$ cat config.mk
export PLATFORM = sky130hd
export DESIGN_NAME = sr04_ranger
export DESIGN_NICKNAME = d
export VERILOG_FILES = /design/src/rtl/sr04_pkg.sv /design/src/rtl/sr04_avg4.sv /design/src/rtl/sr04_ranger.sv
export SDC_FILE = /design/constraint.sdc
export NUM_CORES = 1
export LEC_CHECK = 0
export BUFFER_PORTS_ARGS = -buffer_cell sky130_fd_sc_hd__clkbuf_2
export CAP_MARGIN = 10
export CORE_MARGIN = 4
export CORE_UTILIZATION = 25
export CTS_BUF_LIST = sky130_fd_sc_hd__clkbuf_16
export DETAILED_ROUTE_END_ITERATION = 10
export PLACE_DENSITY = 0.4
export SLEW_MARGIN = 20
export SYNTH_ARGS = -nofsm -noshare
export SYNTH_HDL_FRONTEND = slang
export SYNTH_HIERARCHICAL = 1
export SYNTH_SLANG_ARGS = --single-unit
$ cat constraint.sdc
create_clock -name clk -period 5.3 [get_ports clk]
set_input_delay 0.53 -clock clk [delete_from_list [all_inputs] [get_ports clk]]
set_output_delay 0.53 -clock clk [all_outputs]
set_load 0.1 [all_outputs]
$ cat src/rtl/sr04_pkg.sv
// Shared types and constants for the HC-SR04 ranger.
// Cycle-count helpers are evaluated at elaboration time from the clock frequency.
package sr04_pkg;

  typedef enum logic [2:0] {
    S_IDLE      = 3'd0,
    S_TRIG      = 3'd1,
    S_WAIT_RISE = 3'd2,
    S_MEASURE   = 3'd3,
    S_DONE      = 3'd4,
    S_HOLD      = 3'd5
  } sr04_state_e;

  localparam int MAX_MM     = 32'sd9999;
  // Speed of sound in mm/s; echo time covers the round trip.
  localparam int SOUND_MM_S = 32'sd343000;

  function automatic int us_cycles(input int clk_hz, input int us);
    longint prod;
    prod = longint'(clk_hz) * longint'(us);
    return int'(prod / 64'sd1000000);
  endfunction

  // Clock cycles per millimetre of distance, rounded to nearest.
  function automatic int mm_cycles(input int clk_hz);
    longint num;
    num = 64'sd2 * longint'(clk_hz) + longint'(SOUND_MM_S / 32'sd2);
    return int'(num / longint'(SOUND_MM_S));
  endfunction

endpackage

$ cat src/rtl/sr04_avg4.sv
// Four-sample moving average of distance readings (used with SR04_AVG_EN).
// The first sample after reset fills the whole history so the output starts settled.
module sr04_avg4
  import sr04_pkg::*;
(
  input  logic        clk,
  input  logic        rst,
  input  logic        sample_vld,
  input  logic [15:0] sample,
  output logic [15:0] avg,
  output logic        avg_vld
);

  logic [15:0] hist0_r, hist1_r, hist2_r;
  logic        primed_r;
  logic [17:0] sum_s;

  // Sum of the incoming sample with the three most recent history entries.
  always_comb begin
    sum_s = 18'(sample) + 18'(hist0_r) + 18'(hist1_r) + 18'(hist2_r);
  end

  // History shift register, preload on first sample and registered average.
  always_ff @(posedge clk) begin
    if (rst) begin
      hist0_r  <= 16'd0;
      hist1_r  <= 16'd0;
      hist2_r  <= 16'd0;
      primed_r <= 1'b0;
      avg      <= 16'd0;
      avg_vld  <= 1'b0;
    end else begin
      avg_vld <= sample_vld;
      if (sample_vld) begin
        if (!primed_r) begin
          hist0_r  <= sample;
          hist1_r  <= sample;
          hist2_r  <= sample;
          primed_r <= 1'b1;
          avg      <= sample;
        end else begin
          hist2_r <= hist1_r;
          hist1_r <= hist0_r;
          hist0_r <= sample;
          avg     <= sum_s[17:2];
        end
      end
    end
  end

endmodule

$ cat src/rtl/sr04_ranger.sv
// HC-SR04 driver: periodic trigger, echo timing and mm conversion saturated at 9999.
// Define SR04_AVG_EN to smooth `data` through a 4-sample moving average.
module sr04_ranger
  import sr04_pkg::*;
#(
  parameter int CLK_HZ     = 32'sd50_000_000,
  parameter int TRIG_US    = 32'sd10,
  parameter int PERIOD_MS  = 32'sd60,
  parameter int TIMEOUT_US = 32'sd30000
) (
  input  logic        clk,
  input  logic        RST,
  input  logic        en,
  input  logic        echo,
  output logic        trig,
  output logic [15:0] data,
  output logic        data_vld,
  output logic        err
);

  localparam int TRIG_CYC   = us_cycles(CLK_HZ, TRIG_US);
  localparam int PERIOD_CYC = us_cycles(CLK_HZ, PERIOD_MS * 32'sd1000);
  localparam int TMO_CYC    = us_cycles(CLK_HZ, TIMEOUT_US);
  localparam int MM_CYC     = mm_cycles(CLK_HZ);
  localparam int CNT_W      = $clog2(TRIG_CYC + TMO_CYC + 2);
  localparam int PER_W      = $clog2(PERIOD_CYC + 1);
  localparam int SUB_W      = $clog2(MM_CYC + 1);
  localparam int MM_W       = 14;

  sr04_state_e      state_r;
  logic [1:0]       sync_r;
  logic             echo_prev_r;
  logic [CNT_W-1:0] cnt_r;
  logic [PER_W-1:0] per_cnt_r;
  logic [SUB_W-1:0] sub_r;
  logic [MM_W-1:0]  mm_r;
  logic [15:0]      sample_r;
  logic             sample_vld_r;
  logic             trig_r;
  logic             err_r;

  logic             rise_s, fall_s;
  logic [SUB_W-1:0] sub_base_s, sub_inc_s;
  logic [MM_W-1:0]  mm_base_s, mm_inc_s;

  assign rise_s = sync_r[1] & ~echo_prev_r;
  assign fall_s = ~sync_r[1] & echo_prev_r;

  // Next value of the distance counters; the rise cycle counts from zero so width is exact.
  always_comb begin
    sub_base_s = (state_r == S_MEASURE) ? sub_r : {SUB_W{1'b0}};
    mm_base_s  = (state_r == S_MEASURE) ? mm_r  : {MM_W{1'b0}};
    if (sub_base_s == SUB_W'(MM_CYC - 1)) begin
      sub_inc_s = {SUB_W{1'b0}};
      mm_inc_s  = (mm_base_s == MM_W'(MAX_MM)) ? mm_base_s : mm_base_s + 14'd1;
    end else begin
      sub_inc_s = sub_base_s + {{(SUB_W-1){1'b0}}, 1'b1};
      mm_inc_s  = mm_base_s;
    end
  end

  // Echo synchroniser, ranging FSM and registered outputs.
  always_ff @(posedge clk) begin
    if (RST) begin
      state_r      <= S_IDLE;
      sync_r       <= 2'b00;
      echo_prev_r  <= 1'b0;
      cnt_r        <= {CNT_W{1'b0}};
      per_cnt_r    <= {PER_W{1'b0}};
      sub_r        <= {SUB_W{1'b0}};
      mm_r         <= {MM_W{1'b0}};
      sample_r     <= 16'd0;
      sample_vld_r <= 1'b0;
      trig_r       <= 1'b0;
      err_r        <= 1'b0;
    end else begin
      sync_r       <= {sync_r[0], echo};
      echo_prev_r  <= sync_r[1];
      sample_vld_r <= 1'b0;
      if (state_r != S_IDLE) begin
        per_cnt_r <= per_cnt_r + {{(PER_W-1){1'b0}}, 1'b1};
      end
      case (state_r)
        S_IDLE: begin
          if (en) begin
            state_r   <= S_TRIG;
            trig_r    <= 1'b1;
            cnt_r     <= {CNT_W{1'b0}};
            // The IDLE cycle is part of the period, so trigger rises repeat exactly.
            per_cnt_r <= {{(PER_W-1){1'b0}}, 1'b1};
          end
        end
        S_TRIG: begin
          if (cnt_r == CNT_W'(TRIG_CYC - 1)) begin
            trig_r  <= 1'b0;
            cnt_r   <= {CNT_W{1'b0}};
            state_r <= S_WAIT_RISE;
          end else begin
            cnt_r <= cnt_r + {{(CNT_W-1){1'b0}}, 1'b1};
          end
        end
        S_WAIT_RISE: begin
          if (cnt_r == CNT_W'(TMO_CYC)) begin
            err_r   <= 1'b1;
            state_r <= S_HOLD;
          end else begin
            cnt_r <= cnt_r + {{(CNT_W-1){1'b0}}, 1'b1};
            if (rise_s) begin
              state_r <= S_MEASURE;
              sub_r   <= sub_inc_s;
              mm_r    <= mm_inc_s;
            end
          end
        end
        S_MEASURE: begin
          if (fall_s) begin
            sample_r     <= {2'b00, mm_r};
            sample_vld_r <= 1'b1;
            err_r        <= 1'b0;
            state_r      <= S_DONE;
          end else if (cnt_r == CNT_W'(TMO_CYC)) begin
            err_r   <= 1'b1;
            state_r <= S_HOLD;
          end else begin
            cnt_r <= cnt_r + {{(CNT_W-1){1'b0}}, 1'b1};
            sub_r <= sub_inc_s;
            mm_r  <= mm_inc_s;
          end
        end
        S_DONE: begin
          state_r <= S_HOLD;
        end
        S_HOLD: begin
          if (per_cnt_r == PER_W'(PERIOD_CYC - 1)) begin
            state_r <= S_IDLE;
          end
        end
        default: begin
          state_r <= S_IDLE;
          trig_r  <= 1'b0;
        end
      endcase
    end
  end

  assign trig = trig_r;
  assign err  = err_r;

`ifdef SR04_AVG_EN
  sr04_avg4 u_avg4 (
    .clk        (clk),
    .rst        (RST),
    .sample_vld (sample_vld_r),
    .sample     (sample_r),
    .avg        (data),
    .avg_vld    (data_vld)
  );
`else
  assign data     = sample_r;
  assign data_vld = sample_vld_r;
`endif

endmodule

==> run_results.csv, run 1 <==
group,metric,value,unit
outcome,status,"complete, no violations",
synthesis,synthArstFlopShare,0,%
die,die_w,145,um
global_routing,grt_overflow,0,
cts,cts_made_buffers,9,
synthesis,yosysSeqAreaShare,38.2,%
placement,routabilityCongestion,0.818,
cts,clkLatencyLatePin,0.35,ns
drt,dr_total_vias,4265,
timing,whs,0.415,ns
drt,avgRoutedWirePerCell,15.5,um
global_routing,grt_pass1_wl,21300,um
finish,antennaDiodeCount,0,
synthesis,synth_area_leaders,"dfxtp_1 38%, nand2_1 5.8%, a21oi_1 5.4%",
synthesis,yosysTopAreaCell,"dfxtp_1",
critical_path,worstSetupEndpointType,"flop",
finish,syn2layout_area_growth,12.2,%
drt,ant_nets,0,
finish,finalNonFillerCells,811,
synthesis,synth_area,0.00466,mm^2
critical_path,cp-start-kind,"flop",
cts,ctsResizeCount,0,
drt,drtPass1Iterations,4,
die,design.core.area,0.0181,mm^2
synthesis,yosys_warnings,6,
synthesis,syn_inst,577,
timing,worstMarginPinSlew,0.931,ns
die,row_count,49,
global_routing,grt.total_usage,12.6,%
finish,drive_gt1_share,9.79,%
critical_path,arrival,3.54,ns
synthesis,netlist.area_leader.share,38.2,%
timing,slew_headroom,37.7,%
timing,hold_viol,0,
timing,fin_worst_skew,0.0128,ns
drt,drc_errors,0,
critical_path,cp_max_fo,19,
cts,clk_path_buf_depth,2,
drt,vias_per_cell,5.26,
cts,cts.hold.buffers_added,0,
global_routing,grt_pass1_vias,4204,
die,io_pins,23,
power_and_ir_drop,peakVddDrop,0.000185,V
cts,cts_sinks,89,
placement,dp.cells,795,
job,cap_violations,0,
timing,fmax,300,MHz
synthesis,yosys.cell_types.count,68,
placement,dp_slack,2.00,ns
die,fp.dieArea,0.0209,mm^2
finish,fin_nets,586,
die,start_util,25.7,%
synthesis,synth_seq_cells,89,
timing,timing.final.ws_setup,1.97,ns
power_and_ir_drop,power.leakage,1.66,nW
synthesis,synth_edf_count,0,
timing,tns,0,ns
global_routing,grt_start_max_net_pins,71,
synthesis,synth_ff_type,"dfxtp_1",
placement,io_buffers,20,
timing,grt_setup_unrepaired,"no",
drt,drtIter0Drc,286,
timing,slew_viol_final,0,
timing,finalSetupViolCount,0,
die,die_h,145,um
timing,finalCritPeriodShare,62.9,%
cts,h-tree-depth,3,
cts,clk_pin_slew,0.07,ns
critical_path,crit_type,"reg2reg",
critical_path,critPathRequiredTime,5.51,ns
power_and_ir_drop,powerDensity,279,mW/mm^2
drt,wl,12600,um
cts,cts_setup_buffers,0,
synthesis,syn-mean-instance-area,8.08,um^2
global_routing,antenna_found_initial,0,
worst_hold_path,hold_class,"in2reg",
cts,clock-root-buffer,"clkbuf_16",
finish,utilization,28.8,%
placement,dp_hpwl,8510,um
cts,cts_tree,"built",
timing,min_period,3.33,ns
## worst paths after layout
path,slack (ns),startpoint,end,depth (start not counted)
max,1.97,state_r[1],mm_r[10],8
min,0.41,echo,sync_r[0],2
max reg2reg,1.97,state_r[1],mm_r[10],8
min reg2reg,0.43,sync_r[0],sync_r[1],1
## per-stage QoR
step / power (mW) / cell area, um^2
CTS: 1.49 / 5230
detailed placement: 0.785 / 4910
global route: 1.52 / 5230
finish: 1.46 / 5230
floorplan: 0.767 / 4670
global placement: 0.784 / 4910
## cell type report
class                           instances  area (um^2)
Clock buffer                            9          225
Clock inverter                          7         93.8
Fill cell                            1984        12900
Inverter                               10         37.5
Multi-Input combinational cell        445         2690
Sequential cell                        89         1780
Tap cell                              229          287
Timing Repair Buffer                   22          115
## cell usage after synthesis (2+ instances only)
cell        n
a2111oi_0   3
a211o_1     2
a211oi_1    3
a21boi_0    3
a21o_1      2
a21oi_1    50
a31o_2      2
a31oi_1     4
a32o_1      4
and2_1      5
and3_1     18
and3_2      2
and4_1      4
buf_2       5
buf_4       6
clkbuf_1   23
dfxtp_1    89
ha_1        5
inv_1      10
mux2_2      5
nand2_1    72
nand2b_1    5
nand3_1    25
nand3b_1    5
nand4_1    27
nand4b_1    3
nor2_1     41
nor2b_1    10
nor3_1     16
nor3b_1     2
nor4_1     12
nor4b_1     6
o2111ai_1   3
o211ai_1   11
o21ai_0    19
o311ai_0    4
o31a_1      2
o31ai_1     3
or2_2       3
or3_1      15
or4_1       4
xnor2_1     7
xor2_1     12
## critical path: stages, from the launching register on
cell and delay [ns]:
dfxtp_1 0.62, and3b_1 0.72, and2_1 0.23, ha_1 0.23, nand2_1 0.11, nor4_4 0.50, nand2_2 0.26, o311ai_0 0.37
o311ai_1 0.15
## power breakdown
group	total [mW]	switching (mW)	internal, mW
combinational	0.0822	0.0622	0.0200
sequential	0.686	0.0109	0.675
clock	0.690	0.277	0.413
## routing by layer
| metal | track usage, % | vias to the layer above | part of all wire, % | wire [um] |
|---|---|---|---|---|
| met1 | 17.0 | 2056 | 52 | 6480 |
| li1 | - | 2132 | - | - |
| met3 | 2.81 | 14 | 2.4 | 302 |
| met5 | 0 | - | 0 | 0 |
| met2 | 19.8 | 63 | 45 | 5620 |
| met4 | 4.37 | 0 | 1.4 | 171 |
## registers in the layout (all words and copies together) (netlist names)
register	count
trig	1
data_vld	1
echo_prev_r	1
sub_r	9
per_cnt_r	22
sync_r	2
state_r	3
data	14
err	1
mm_r	14
cnt_r	21
## cell usage in the layout (no fill, tap or decap), drive strengths merged, types with 5 or more instances in the layout
cell and n:
nand3b 5, ha 5, nor4b 6, nor2b 10, nand2 73, and2 6
or4 5, nor3 16, o311ai 5, nand4 28, clkbuf 29, or3 15
mux2 5, nand3 25, o21ai 19, dfxtp 89, inv 11, nor2 41
nor4 14, a21oi 51, xor2 12, nand2b 5, xnor2 7, and3 20
o211ai 11
## cell families (layout without fill, tap and decap cells)
group | Yosys count | count (layout) | share of synthesized area [%]
adder cells (fa/ha/maj) | 5 | 5 | 1.34
AND/OR/NAND/NOR | 287 | 287 | 33.5
AO/OA/AOI/OAI | 126 | 126 | 17.8
XOR/XNOR | 19 | 19 | 3.57
other | 1 | 2 | 0.0804
buffers and inverters | 44 | 48 | 4.16
flip-flops | 89 | 89 | 38.2
multiplexers | 6 | 6 | 1.42
Note: power is estimated with default switching activity, not from simulation.
==> inputs of run 2 (changes only) <==
- ABC_AREA: default -> 1
- clock period: 5.3 -> 3.2 ns (I/O delays scaled with it)
==> run 2 against run 1 <==
Compared with the run above:
- maximum frequency increased by 38%
- routed wire length increased by 30%
- area after synthesis increased by 17%
- core utilization about the same
- sequential power increased by 78%
- global-route usage increased by 1.3 points
- die area increased by 16%
- setup slack got worse by 1.2 ns
- synthesized cell count increased by 52%
==> run_results.csv, run 2 <==
group,metric,value,unit
cts,clkLatencyLatePin,0.35,ns
cts,cts_tree,"built",
critical_path,cp_max_fo,12,
drt,vias_per_cell,4.60,
critical_path,worstSetupEndpointType,"flop",
synthesis,synth-simple-area-share,42.3,%
synthesis,synth.area.mux_share,0,%
drt,drc_errors,0,
power_and_ir_drop,netSwitchingPower,1.19,mW
placement,routabilityCongestion,0.825,
critical_path,critPathRequiredTime,3.43,ns
drt,dr_total_vias,5399,
global_routing,grt.total_usage,13.9,%
timing,min_period,2.42,ns
synthesis,syn-mean-instance-area,6.20,um^2
critical_path,path_delay_family,"simple AND/OR/NAND/NOR gates",
power_and_ir_drop,powerDensity,515,mW/mm^2
finish,reg_top3,"per_cnt_r x22, cnt_r x21",
synthesis,yosys.cell_types.count,40,
placement,io_buffers,20,
worst_hold_path,hold_class,"in2reg",
power_and_ir_drop,pwr-share-clk,36.5,%
drt,avgRoutedWirePerCell,14.0,um
drt,ant_nets,0,
critical_path,path_cells,"nand2_2 -> nor2_4 -> inv_2 -> nor2_1 -> ha_1 -> inv_1 -> nor2_1 -> nand2_1 -> nor2_1 -> nand3_1 -> nand3_1 -> nand2_1 -> nand2_1 -> a21oi_1",
critical_path,max_stage_delay,0.50,ns
finish,layout_commonest_cell,"nand2_1",
timing,worstMarginPinSlew,0.553,ns
critical_path,cp-start-kind,"flop",
job,cap_violations,0,
timing,slew_headroom,63.3,%
timing,finalCritPeriodShare,75.7,%
cts,cts_made_buffers,9,
finish,fin_nets,902,
power_and_ir_drop,seqPwrFrac,38.8,%
finish,largest_register_ffs,22,
outcome,status,"complete, no violations",
timing,timing.final.ws_setup,0.778,ns
power_and_ir_drop,peakVddDrop,0.000343,V
die,io_pins,23,
global_routing,grt_overflow,0,
finish,syn2layout_area_growth,12.4,%
global_routing,grt_start_max_net_pins,31,
finish,antennaDiodeCount,0,
cts,cts_sinks,89,
power_and_ir_drop,combPwrFrac,24.7,%
power_and_ir_drop,internal_power,1.96,mW
drt,drtPass1Iterations,5,
critical_path,arrival,2.65,ns
timing,finalSetupViolCount,0,
synthesis,yosys_warnings,6,
power_and_ir_drop,switching_share,37.9,%
power_and_ir_drop,total_power,3.15,mW
drt,wl,16400,um
cts,clock-root-buffer,"clkbuf_16",
synthesis,synth_area,0.00545,mm^2
cts,ctsResizeCount,0,
critical_path,crit_type,"reg2reg",
synthesis,synth_top_family_by_area,"simple AND/OR/NAND/NOR gates",
cts,clk_pin_slew,0.08,ns
drt,drtIter0Drc,261,
timing,slew_viol_final,0,
synthesis,synth_most_common_cell,"nand2_1",
synthesis,synth_seq_cells,89,
timing,hold_viol,0,
global_routing,grt_pass1_wl,27400,um
synthesis,synth_compound_area_share,10.2,%
die,fp.dieArea,0.0242,mm^2
synthesis,synth-xor-area-share,3.70,%
die,design.core.area,0.0212,mm^2
die,die_h,156,um
placement,dp_hpwl,12200,um
die,die_w,156,um
cts,cts_setup_buffers,0,
placement,dp_slack,0.761,ns
finish,layout_common_cells,"242 x nand2_1, 108 x nor2_1, 97 x nand3_1",
critical_path,worstPathBufferInverterCount,2,
finish,drive_gt1_share,9.02,%
synthesis,synth_commonest_cells,"242 x nand2_1, 108 x nor2_1, 97 x nand3_1",
synthesis,yosysTopAreaCell,"dfxtp_1",
timing,fin_worst_skew,0.00926,ns
synthesis,yosysSeqAreaShare,32.7,%
synthesis,synth_ff_type,"dfxtp_1",
die,row_count,53,
synthesis,synthArstFlopShare,0,%
global_routing,antenna_found_initial,0,
cts,h-tree-depth,3,
synthesis,netlist.area_leader.share,32.7,%
timing,grt_setup_unrepaired,"no",
power_and_ir_drop,power.leakage,2.24,nW
global_routing,grt_pass1_vias,5177,
die,start_util,25.7,%
finish,largest-register,"per_cnt_r",
timing,tns,0,ns
synthesis,synth_adder_area_share,1.15,%
critical_path,crit_slowest_cell,"dfxtp_1",
cts,clk_path_buf_depth,2,
cts,cts.hold.buffers_added,0,
synthesis,synth_area_leaders,"dfxtp_1 33%, nand2_1 17%, nand3_1 8.9%",
synthesis,syn_inst,879,
timing,fmax,413,MHz
synthesis,synth_edf_count,0,
## run 2: cell count changes after synthesis, sizes merged, moves of 14 or more
| cell | delta |
|---|---|
| o21ai | +15 |
| nor2 | +78 |
| or3 | -15 |
| inv | +91 |
| and3 | -20 |
| nand2 | +175 |
| nand4 | -14 |
| nor3 | +19 |
| nand3 | +74 |
## run 2: cells by family (layout without fill, tap and decap cells)
family,Yosys count,count (layout)
buffers and inverters,130,148
and+or+nand+nor,525,525
AOI/OAI and AO/OA,106,106
adders and majority gates,5,5
xor gates and xnor gates,23,23
other,1,2
DFF,89,89
## run 2: layout make-up
type,count,area (um^2)
Fill cell,2454,15100
Multi-Input combinational cell,661,3130
Sequential cell,89,1780
Inverter,103,389
Tap cell,275,344
Clock buffer,9,225
Timing Repair Buffer,29,168
Clock inverter,7,83.8
## run 2: tightest hold or removal path, delay by kind of cell
kind	cells	cell delay [ns]
buf+inv	2	0.12
simple gates	1	0.03
## run 2: per-stage QoR
stage	util [%]	hold WS (ns)	cell area (um^2)	std cells
6_report	28.8	0.155	6120	1173
2_1_floorplan	-	0.388	5450	880
5_1_grt	28.8	0.188	6120	1173
3_5_place_dp	27.4	0.412	5810	1157
3_3_place_gp	27.4	0.414	5810	1157
4_1_cts	28.8	0.139	6120	1173
## run 2: final timing paths
path	from	endpoint	slack (ns)	cells after the start
setup reg to reg	state_r[1]	mm_r[1]	0.78	14
hold / removal	echo	sync_r[0]	0.16	3
hold reg to reg	sync_r[0]	sync_r[1]	0.42	2
setup / recovery	state_r[1]	mm_r[1]	0.78	14
## run 2: per-layer routing
layer | up-vias | routed length [um] | share of wire (%) | track usage (%)
met1 | 2467 | 8210 | 50 | 19.0
met4 | 0 | 201 | 1.2 | 3.25
met5 | - | 0 | 0 | 0
li1 | 2856 | - | - | -
met2 | 61 | 7590 | 46 | 22.9
met3 | 15 | 406 | 2.5 | 2.39
## run 2: power groups by stage
stage                     combinational (mW)  sequential (mW)  clock (mW)
after floorplan                        0.586             1.25           0
after global placement                 0.807             1.25           0
after detailed placement               0.797             1.25           0
after CTS                              0.799             1.22        1.20
after global routing                   0.891             1.23        1.23
final                                  0.778             1.22        1.15
==> inputs of run 3 (changes only) <==
- PLACE_DENSITY: 0.4 -> 0.41
- clock period: 3.2 -> 1.94 ns (I/O delays scaled with it)
==> run 3 against run 2 <==
Compared with the run above:
- sequential power grew 61%
- routed wire length grew 2.6%
- combinational power grew 120%
- design area grew 11%
- largest power group unchanged
- core utilization grew 3.2 points
- sequential cell count is the same
- highest routed layer unchanged
- critical path depth is the same
==> run_results.csv, run 3 (synthesis gave the netlist of run 2 again) <==
group,metric,value,unit
critical_path,crit_type,"reg2reg",
die,fp.dieArea,0.0242,mm^2
cts,cts_made_buffers,9,
critical_path,rr_endpoint,"mm_r[8]",
timing,whs,0.0325,ns
timing,min_period,1.91,ns
timing,tns,0,ns
timing,worstMarginPinSlew,0.564,ns
timing,fmax,523,MHz
critical_path,path_cells,"nand2_4 -> nor2_4 -> inv_4 -> nor2_4 -> ha_4 -> inv_1 -> nor2_2 -> nand2_2 -> nor3_4 -> nand2_1 -> nor2_1 -> nand2_1 -> xnor2_1 -> nor2_1",
placement,placed_cell_area,0.00638,mm^2
drt,drtPass1Iterations,4,
drt,vias_per_cell,4.48,
finish,fillers,2394,
power_and_ir_drop,power.leakage,2.64,nW
finish,syn2layout_area_growth,25.0,%
worst_hold_path,hold-path-endpoint,"sync_r[0]",
cts,clkLatencyLatePin,0.36,ns
finish,largest_register_ffs,22,
critical_path,r2r_slack,0.03,ns
critical_path,regToRegStartpoint,"state_r[1]",
worst_hold_path,hold_depth,3,
cts,h-tree-depth,3,
finish,finalNonFillerCells,1242,
timing,slew_headroom,62.3,%
die,die_h,156,um
drt,avgRoutedWirePerCell,13.5,um
timing,finalCritPeriodShare,98.6,%
worst_hold_path,min_from,"echo",
global_routing,met3_usage,2.94,%
critical_path,cp-start-kind,"flop",
global_routing,grt.total_usage,14.2,%
critical_path,critPathRequiredTime,2.18,ns
cts,clk_pin_slew,0.07,ns
power_and_ir_drop,total_power,5.42,mW
finish,largest-register,"per_cnt_r",
timing,finalSetupViolCount,0,
timing,grt_setup_unrepaired,"yes",
finish,layout_commonest_cell,"nand2_1",
cts,cts.hold.buffers_added,0,
worst_hold_path,hold_class,"in2reg",
drt,wl,16800,um
die,row_count,53,
finish,seqCellArea,0.00179,mm^2
critical_path,cp_max_fo,6,
cts,cts_tree,"built",
finish,fin_nets,971,
finish,drive_gt1_share,18.3,%
global_routing,grt_overflow,0,
critical_path,arrival,2.15,ns
drt,drc_errors,0,
drt,dr_total_vias,5561,
placement,io_buffers,20,
power_and_ir_drop,powerDensity,796,mW/mm^2
global_routing,grt_pass1_wl,28200,um
finish,multi_input_area,0.00329,mm^2
finish,antennaDiodeCount,0,
drt,drtIter0Drc,300,
critical_path,ff2ff_path_depth,14,
timing,timing.final.ws_setup,0.0278,ns
placement,dp.cells,1224,
die,start_util,25.7,%
timing,slew_viol_final,0,
finish,layout_common_cells,"238 x nand2_1, 100 x nor2_1, 92 x nand3_1",
critical_path,max_stage_delay,0.35,ns
die,design.core.area,0.0212,mm^2
power_and_ir_drop,peakVddDrop,0.000386,V
die,io_pins,23,
placement,dp_slack,-0.0414,ns
drt,ant_nets,0,
timing,fin_worst_skew,0.0126,ns
global_routing,use_met2,23.9,%
die,die_w,156,um
critical_path,worstSetupEndpointType,"flop",
placement,dp_hpwl,12900,um
cts,clk_path_buf_depth,2,
outcome,status,"complete, no violations",
critical_path,crit_slowest_cell,"dfxtp_2",
global_routing,grt-busiest-layer,"met2",
cts,clock-root-buffer,"clkbuf_16",
global_routing,use_met1,18.8,%
global_routing,antenna_found_initial,0,
finish,reg_top3,"per_cnt_r x22, cnt_r x21",
finish,utilization,32.1,%
global_routing,grt_start_max_net_pins,29,
job,cap_violations,0,
finish,stdcell_area,0.00681,mm^2
placement,routabilityCongestion,0.846,
global_routing,grt_pass1_vias,5525,
cts,cts_sinks,89,
timing,hold_viol,0,
-- run 3: changes by cell type in the layout (fill, tap and decap cells not counted), moves of 5 or more --
| cell | delta |
|---|---|
| nor2_1 | -8 |
| buf_4 | +65 |
| nor2_4 | +5 |
| nand3_1 | -5 |
-- run 3: cell type report --
cell class              count  area share (%)
multi-input cells         661            48.3
inverters                 103            5.83
clock inverters             7           0.753
well taps                 275            5.05
repair buffers             98            10.5
flip-flops and latches     89            26.2
clock buffers               9            3.31
-- run 3: critical path: cells and delay by family (launching register included) --
kind / cells / cell delay (ns)
AND/OR/NAND/NOR: 10 / 1.06
flip-flops: 1 / 0.35
adder cells (fa/ha/maj): 1 / 0.14
XOR/XNOR: 1 / 0.13
buffers and inverters: 2 / 0.12
-- run 3: per-layer routing --
layer | share of wire, % | wire [um]
met4 | 1.2 | 206
met5 | 0 | 0
met2 | 47 | 7990
met3 | 2.8 | 464
met1 | 49 | 8170
-- run 3: repair_timing --
item / 4_1_cts / 5_1_grt
pin swaps: 1 / 16
buffers inserted: 0 / 2
gates resized for setup: 3 / 33
setup endpoints to repair: 7 / 37
-- run 3: worst max-delay path by stage --
stage                          start        to  slack [ns]  depth (start not counted)
after floorplan           state_r[1]   mm_r[4]       -0.07                         15
after global placement    state_r[0]   mm_r[4]        0.03                         14
after detailed placement  state_r[0]  mm_r[12]       -0.04                         14
after CTS                   cnt_r[0]  sub_r[5]        0.03                         12
after global routing      state_r[1]   mm_r[8]       -0.14                         14
final                     state_r[1]   mm_r[8]        0.03                         14
-- run 3: power breakdown --
| part | leakage, nW | switching, mW | internal, mW |
|---|---|---|---|
| clock | 0.135 | 0.842 | 0.882 |
| combinational | 1.79 | 1.14 | 0.586 |
| sequential | 0.720 | 0.0584 | 1.91 |
| total | 2.64 | 2.04 | 3.38 |
